$ cat config.mk
export PLATFORM = sky130hd
export DESIGN_NAME = load_store_unit
export DESIGN_NICKNAME = d
export VERILOG_FILES = /design/src/rtl/load_store_unit_pkg.sv /design/src/rtl/lsu_load_align.sv /design/src/rtl/load_store_unit.sv
export SDC_FILE = /design/constraint.sdc
export NUM_CORES = 1
export LEC_CHECK = 0
export ABC_AREA = 1
export CORE_AREA = 2 2 109 111
export DETAILED_ROUTE_END_ITERATION = 8
export DIE_AREA = 0 0 111 113
export MAX_ROUTING_LAYER = met4
export PLACE_DENSITY = 0.86
export RECOVER_POWER = 25
export SLEW_MARGIN = 5
export SYNTH_ARGS = -nofsm -noshare
export SYNTH_HDL_FRONTEND = slang
export SYNTH_HIERARCHICAL = 1
export SYNTH_SLANG_ARGS = --single-unit
$ cat constraint.sdc
create_clock -name clk_i -period 3.6 [get_ports clk_i]
set_clock_uncertainty 0.05 [all_clocks]
set_input_delay 0.72 -clock clk_i [delete_from_list [all_inputs] [get_ports clk_i]]
set_output_delay 0.72 -clock clk_i [all_outputs]
set_load 0.05 [all_outputs]
$ cat src/rtl/load_store_unit_pkg.sv
// Shared types, byte-enable constants and request-decode helpers for the load/store unit.
package load_store_unit_pkg;

    localparam int unsigned XLEN = 32;
    localparam int unsigned BE_W = 4;

    typedef enum logic [2:0] {
        F3_B  = 3'b000,
        F3_H  = 3'b001,
        F3_W  = 3'b010,
        F3_BU = 3'b100,
        F3_HU = 3'b101
    } funct3_e;

    typedef enum logic [1:0] {
        S_IDLE = 2'd0,
        S_REQ  = 2'd1,
        S_WAIT = 2'd2,
        S_RESP = 2'd3
    } state_e;

    localparam logic [BE_W-1:0] BE_BYTE = 4'b0001;
    localparam logic [BE_W-1:0] BE_HALF = 4'b0011;
    localparam logic [BE_W-1:0] BE_WORD = 4'b1111;

    // Stores only know the three signed width codes; loads add the unsigned variants.
    function automatic logic is_legal(input logic we, input logic [2:0] funct3);
        if (we) begin
            return funct3 inside {F3_B, F3_H, F3_W};
        end
        return funct3 inside {F3_B, F3_H, F3_W, F3_BU, F3_HU};
    endfunction

    // size: funct3[1:0], 0 = byte, 1 = half, 2 = word.
    function automatic logic is_aligned(input logic [1:0] size, input logic [1:0] addr_lo);
        case (size)
            2'b00:   return 1'b1;
            2'b01:   return !addr_lo[0];
            default: return addr_lo == 2'b00;
        endcase
    endfunction

    function automatic logic [BE_W-1:0] be_for(input logic [1:0] size, input logic [1:0] addr_lo);
        case (size)
            2'b00:   return BE_W'(BE_BYTE << addr_lo);
            2'b01:   return BE_W'(BE_HALF << addr_lo);
            default: return BE_WORD;
        endcase
    endfunction

    function automatic logic [XLEN-1:0] wdata_for(input logic [1:0] size, input logic [XLEN-1:0] wdata);
        case (size)
            2'b00:   return {4{wdata[7:0]}};
            2'b01:   return {2{wdata[15:0]}};
            default: return wdata;
        endcase
    endfunction

endpackage

$ cat src/rtl/lsu_load_align.sv
// Combinational load-lane extraction with sign/zero extension.
module lsu_load_align
    import load_store_unit_pkg::*;
(
    input  logic [XLEN-1:0] rdata,
    input  logic [1:0]      addr_lo,
    input  logic [2:0]      funct3,
    output logic [XLEN-1:0] result
);

    logic [XLEN-1:0] shifted;

    always_comb begin
        shifted = rdata >> {addr_lo, 3'b000};
        result  = '0;
        case (funct3_e'(funct3))
            F3_B:    result = {{24{shifted[7]}}, shifted[7:0]};
            F3_BU:   result = {24'd0, shifted[7:0]};
            F3_H:    result = {{16{shifted[15]}}, shifted[15:0]};
            F3_HU:   result = {16'd0, shifted[15:0]};
            F3_W:    result = rdata;
            default: result = '0;
        endcase
    end

endmodule

$ cat src/rtl/load_store_unit.sv
// Single-outstanding RV32I load/store unit: decode, memory handshake, load alignment.
module load_store_unit
    import load_store_unit_pkg::*;
#(
    parameter int unsigned RegBits = 32
) (
    input  logic               clk_i,
    input  logic               rst_ni,
    input  logic               req_valid_i,
    output logic               req_ready_o,
    input  logic               req_we_i,
    input  logic [2:0]         req_funct3_i,
    input  logic [RegBits-1:0] req_addr_i,
    input  logic [RegBits-1:0] req_wdata_i,
    output logic               resp_valid_o,
    output logic [RegBits-1:0] resp_rdata_o,
    output logic               resp_err_o,
    output logic               mem_req_o,
    input  logic               mem_gnt_i,
    output logic               mem_we_o,
    output logic [BE_W-1:0]    mem_be_o,
    output logic [RegBits-1:0] mem_addr_o,
    output logic [RegBits-1:0] mem_wdata_o,
    input  logic               mem_rvalid_i,
    input  logic [RegBits-1:0] mem_rdata_i
);

    state_e             state_q, state_d;
    logic [2:0]         funct3_q;
    logic [1:0]         addr_lo_q;
    logic               legal;
    logic               latch_req;
    logic               ready_d, mem_req_d, resp_valid_d, resp_err_d;
    logic [RegBits-1:0] resp_rdata_d;
    logic [RegBits-1:0] load_data;

    assign legal = is_legal(req_we_i, req_funct3_i)
                && is_aligned(req_funct3_i[1:0], req_addr_i[1:0]);

    lsu_load_align u_load_align (
        .rdata   (mem_rdata_i),
        .addr_lo (addr_lo_q),
        .funct3  (funct3_q),
        .result  (load_data)
    );

    always_ff @(posedge clk_i or negedge rst_ni) begin
        if (!rst_ni) begin
            state_q <= S_IDLE;
        end else begin
            state_q <= state_d;
        end
    end

    // Next state plus next values of the registered handshake/response outputs.
    always_comb begin
        state_d      = state_q;
        latch_req    = 1'b0;
        resp_err_d   = 1'b0;
        resp_rdata_d = '0;
        case (state_q)
            S_IDLE: begin
                if (req_valid_i) begin
                    if (legal) begin
                        state_d   = S_REQ;
                        latch_req = 1'b1;
                    end else begin
                        state_d    = S_RESP;
                        resp_err_d = 1'b1;
                    end
                end
            end
            S_REQ: begin
                if (mem_gnt_i) begin
                    state_d = S_WAIT;
                end
            end
            S_WAIT: begin
                if (mem_rvalid_i) begin
                    state_d      = S_RESP;
                    resp_rdata_d = mem_we_o ? '0 : load_data;
                end
            end
            S_RESP: begin
                state_d = S_IDLE;
            end
            default: begin
                state_d = S_IDLE;
            end
        endcase
        ready_d      = state_d == S_IDLE;
        mem_req_d    = state_d == S_REQ;
        resp_valid_d = state_d == S_RESP;
    end

    // Output registers; the memory-side request fields only change on accept, so they hold through REQ.
    always_ff @(posedge clk_i or negedge rst_ni) begin
        if (!rst_ni) begin
            req_ready_o  <= 1'b1;
            mem_req_o    <= 1'b0;
            resp_valid_o <= 1'b0;
            resp_err_o   <= 1'b0;
            resp_rdata_o <= '0;
            mem_we_o     <= 1'b0;
            mem_be_o     <= '0;
            mem_addr_o   <= '0;
            mem_wdata_o  <= '0;
            funct3_q     <= '0;
            addr_lo_q    <= '0;
        end else begin
            req_ready_o  <= ready_d;
            mem_req_o    <= mem_req_d;
            resp_valid_o <= resp_valid_d;
            resp_err_o   <= resp_err_d;
            resp_rdata_o <= resp_rdata_d;
            if (latch_req) begin
                mem_we_o    <= req_we_i;
                mem_be_o    <= be_for(req_funct3_i[1:0], req_addr_i[1:0]);
                mem_addr_o  <= {req_addr_i[RegBits-1:2], 2'b00};
                mem_wdata_o <= wdata_for(req_funct3_i[1:0], req_wdata_i);
                funct3_q    <= req_funct3_i;
                addr_lo_q   <= req_addr_i[1:0];
            end
        end
    end

endmodule
==> results.toml <==
[status]
status = "finished with violations"
violations = "max-capacitance violations, max-slew violations"

[critical_path]
critPathTopFamily = "buffers and inverters"
max_stage_delay_ps = 710
critPathCaptureType = "flip-flop"
crit_top_cell = "nand2_1"
cpMaxStageDelayCell = "clkdlybuf4s50_1"
worst-setup-path-type = "input pin to flip-flop"
cp_num_buf_inv = 4
cp_max_fo = 43
required_ps = 3840
arrival_ps = 3050
critPathLaunchType = "input pin"
crit_chain = "clkdlybuf4s50_1 > inv_1 > nand2_1 > nand2_1 > nand3_4 > inv_1 > buf_4 > nand2_1 > nand2_1"

[yosys]
netlist_instances = 716
syn_area_um2 = 5390
syn_avg_cell_area_um2 = 7.52
ys.warnings.count = 6
ys_types = 28
synth_seq_cells = 110
ys_seq_area_frac = 0.511

[sta]
fin_tns_setup_ps = 0
fin_crit_ps = 2810
finalSetupViolations = 0
max-slew-margin-rel = -0.0149
fmax_mhz = 356
tightestPinTransition_ps = 1520
rsz0062_at_grt = "false"
finalHoldViolations = 0
post-route-period-util = 0.780
final_max_slew_viol_count = 29

[layout]
area_delta_synth_final_pct = 43.7
regArea_um2 = 2750
antennaDiodeCount = 0
utilization = 0.687
drive_above_1_share = 0.0407
multi_input_area_um2 = 2090
nFillCells = 902
fin_nets = 1009

[worst_hold_path]
hp-class = "flip-flop to flip-flop"

[power]
worst_ir_drop_vdd_mv = 0.632
switchingPower_mw = 3.42
p_per_area_nw_per_um2 = 904
leakagePower_nw = 3.88
comb_power_share = 0.562
switching_share = 0.489
seqPwrFrac = 0.287
power.internal_mw = 3.58
clockPowerShare = 0.151

[global_route]
antenna_found_initial = 0
grt.met3_usage = 0.0461
gr-usage-all-layers = 0.252
use_met2 = 0.391
grt_overflow = 0
grt_pass1_vias = 4742
grt_pass1_wl_um = 24300
met1_usage = 0.328
busiest_layer = "met2"
grt_max_degree = 64

[routing]
post-route-drc-count = 0
drt_wl_total_um = 15100
wl_per_cell_um = 14.4
dr.pass1.iters = 7
vias_per_cell = 4.84
first_iter_violations = 459
drt.antenna.violating_nets = 0
vias = 5091

[cts]
numCtsBuffers = 9
path_clk_slew_ps = 70
holdBufCountCts = 0
cts_sinks = 110
cts_max_level = 3
cts_tree = "done"
cts_setup_buffers = 0
ctsResizeCount = 0
clk_path_buf_depth = 2
clkLatencyLatePin_ps = 350
cts_root_buf = "clkbuf_16"

[placed_design]
port_buffers = 207
routabilityCongestion = 0.936
hpwl_um = 11100

[die]
die_area_um2 = 12500
coreArea_um2 = 11300
die_h_um = 113
fp-row-count = 39
io_pins = 210
die_w_um = 111
start_util = 0.478

[job]
maxCapViolCount = 1
==> per-layer routing <==
| metal | routed length [um] | vias up | part of all wire |
|---|---|---|---|
| met5 | 0 | - | 0 |
| met4 | 523 | 0 | 0.035 |
| met2 | 7300 | 214 | 0.48 |
| met3 | 971 | 41 | 0.064 |
| li1 | - | 2551 | - |
| met1 | 6310 | 2285 | 0.42 |
==> worst reg2reg max path, delay by kind of cell, from the launching register on <==
family	cells	cell delay [ps]
buffers and inverters	2	350
and+or+nand+nor	5	730
DFF	1	880
==> cell type report <==
| type | instances | share of cell area |
|---|---|---|
| Sequential cell | 110 | 0.356 |
| Timing Repair Buffer | 214 | 0.275 |
| Multi-Input combinational cell | 496 | 0.270 |
| Inverter | 73 | 0.0357 |
| Clock buffer | 11 | 0.0301 |
| Tap cell | 143 | 0.0231 |
| Clock inverter | 5 | 0.0107 |
==> flip-flops by register name (all words and copies together), names as in the netlist <==
signal	flops
req_ready_o	1
mem_wdata_o	32
mem_req_o	1
resp_rdata_o	32
mem_addr_o	30
resp_valid_o	1
mem_we_o	1
funct3_q	3
addr_lo_q	2
resp_err_o	1
mem_be_o	4
state_q	2
==> cell families (layout without fill, tap and decap cells) <==
logic type	after synthesis	count (layout)	synth area share
AND/OR/NAND/NOR	426	426	0.318
buffers and inverters	111	303	0.103
flip-flops	110	110	0.511
AO/OA/AOI/OAI	68	68	0.0664
other	1	2	0.000696
==> final timing paths <==
check / startpoint / to / slack, ps / cells past startpoint
max: req_funct3_i[1] / mem_wdata_o[29]$_DFFE_PN0P_ / 790 / 9
min: mem_wdata_o[24]$_DFFE_PN0P_ / mem_wdata_o[24]$_DFFE_PN0P_ / 440 / 2
max reg2reg: addr_lo_q[0]$_DFFE_PN0P_ / resp_rdata_o[10]$_DFF_PN0_ / 1470 / 7
min reg2reg: mem_wdata_o[24]$_DFFE_PN0P_ / mem_wdata_o[24]$_DFFE_PN0P_ / 440 / 2
max in group asynchronous: rst_ni / mem_addr_o[11]$_DFFE_PN0P_ / 890 / 2
min in group asynchronous: rst_ni / resp_rdata_o[5]$_DFF_PN0_ / 590 / 1
==> power groups by stage <==
stage	sequential [mW]	combinational (mW)	clock, mW
5_1_grt	2.07	4.20	1.14
3_3_place_gp	2.01	3.87	0
2_1_floorplan	3.40	1.29	0
4_1_cts	2.01	3.95	1.08
3_5_place_dp	2.01	3.94	0
6_report	2.01	3.93	1.06
==> Yosys cell counts (all sizes together) <==
| library cell | count | area, um2 |
|---|---|---|
| nand2 | 310 | 1180 |
| nor2 | 74 | 295 |
| a21oi | 20 | 100 |
| clkbuf | 4 | 15.0 |
| or2 | 1 | 6.26 |
| o21ai | 41 | 205 |
| o211ai | 7 | 52.6 |
| nor3 | 1 | 5.00 |
| nand3 | 40 | 233 |
| buf | 34 | 264 |
| conb | 1 | 3.75 |
| inv | 72 | 273 |
| dfrtp | 109 | 2730 |
| clkinv | 1 | 3.75 |
| dfstp | 1 | 26.3 |
==> per-stage QoR <==
stage               power (mW)  hold slack, ps  setup WS, ps  cell area [um2]  std cells
floorplan                 4.69             374          1950             5390        717
global placement          5.87             412           554             7430       1036
detailed placement        5.95             416           447             7430       1036
CTS                       7.03             365           815             7750       1052
global route              7.41             453           303             7740       1052
finish                    7.00             435           791             7740       1052
==> cells in the final DEF, fill, tap and decap left out, types with 2 or more instances in the layout <==
master / n
nor2_4: 2
nand2_2: 2
nand3_4: 2
a21oi_1: 20
dfrtp_1: 109
buf_4: 5
bufinv_16: 2
o21ai_0: 35
nand3_1: 35
inv_2: 2
o21ai_1: 6
o211ai_1: 7
clkbuf_1: 3
clkdlybuf4s50_1: 206
conb_1: 2
inv_1: 69
nand2_1: 307
nand3_2: 3
clkbuf_16: 9
nor2_1: 71
Power figures use the tool's default switching activity.
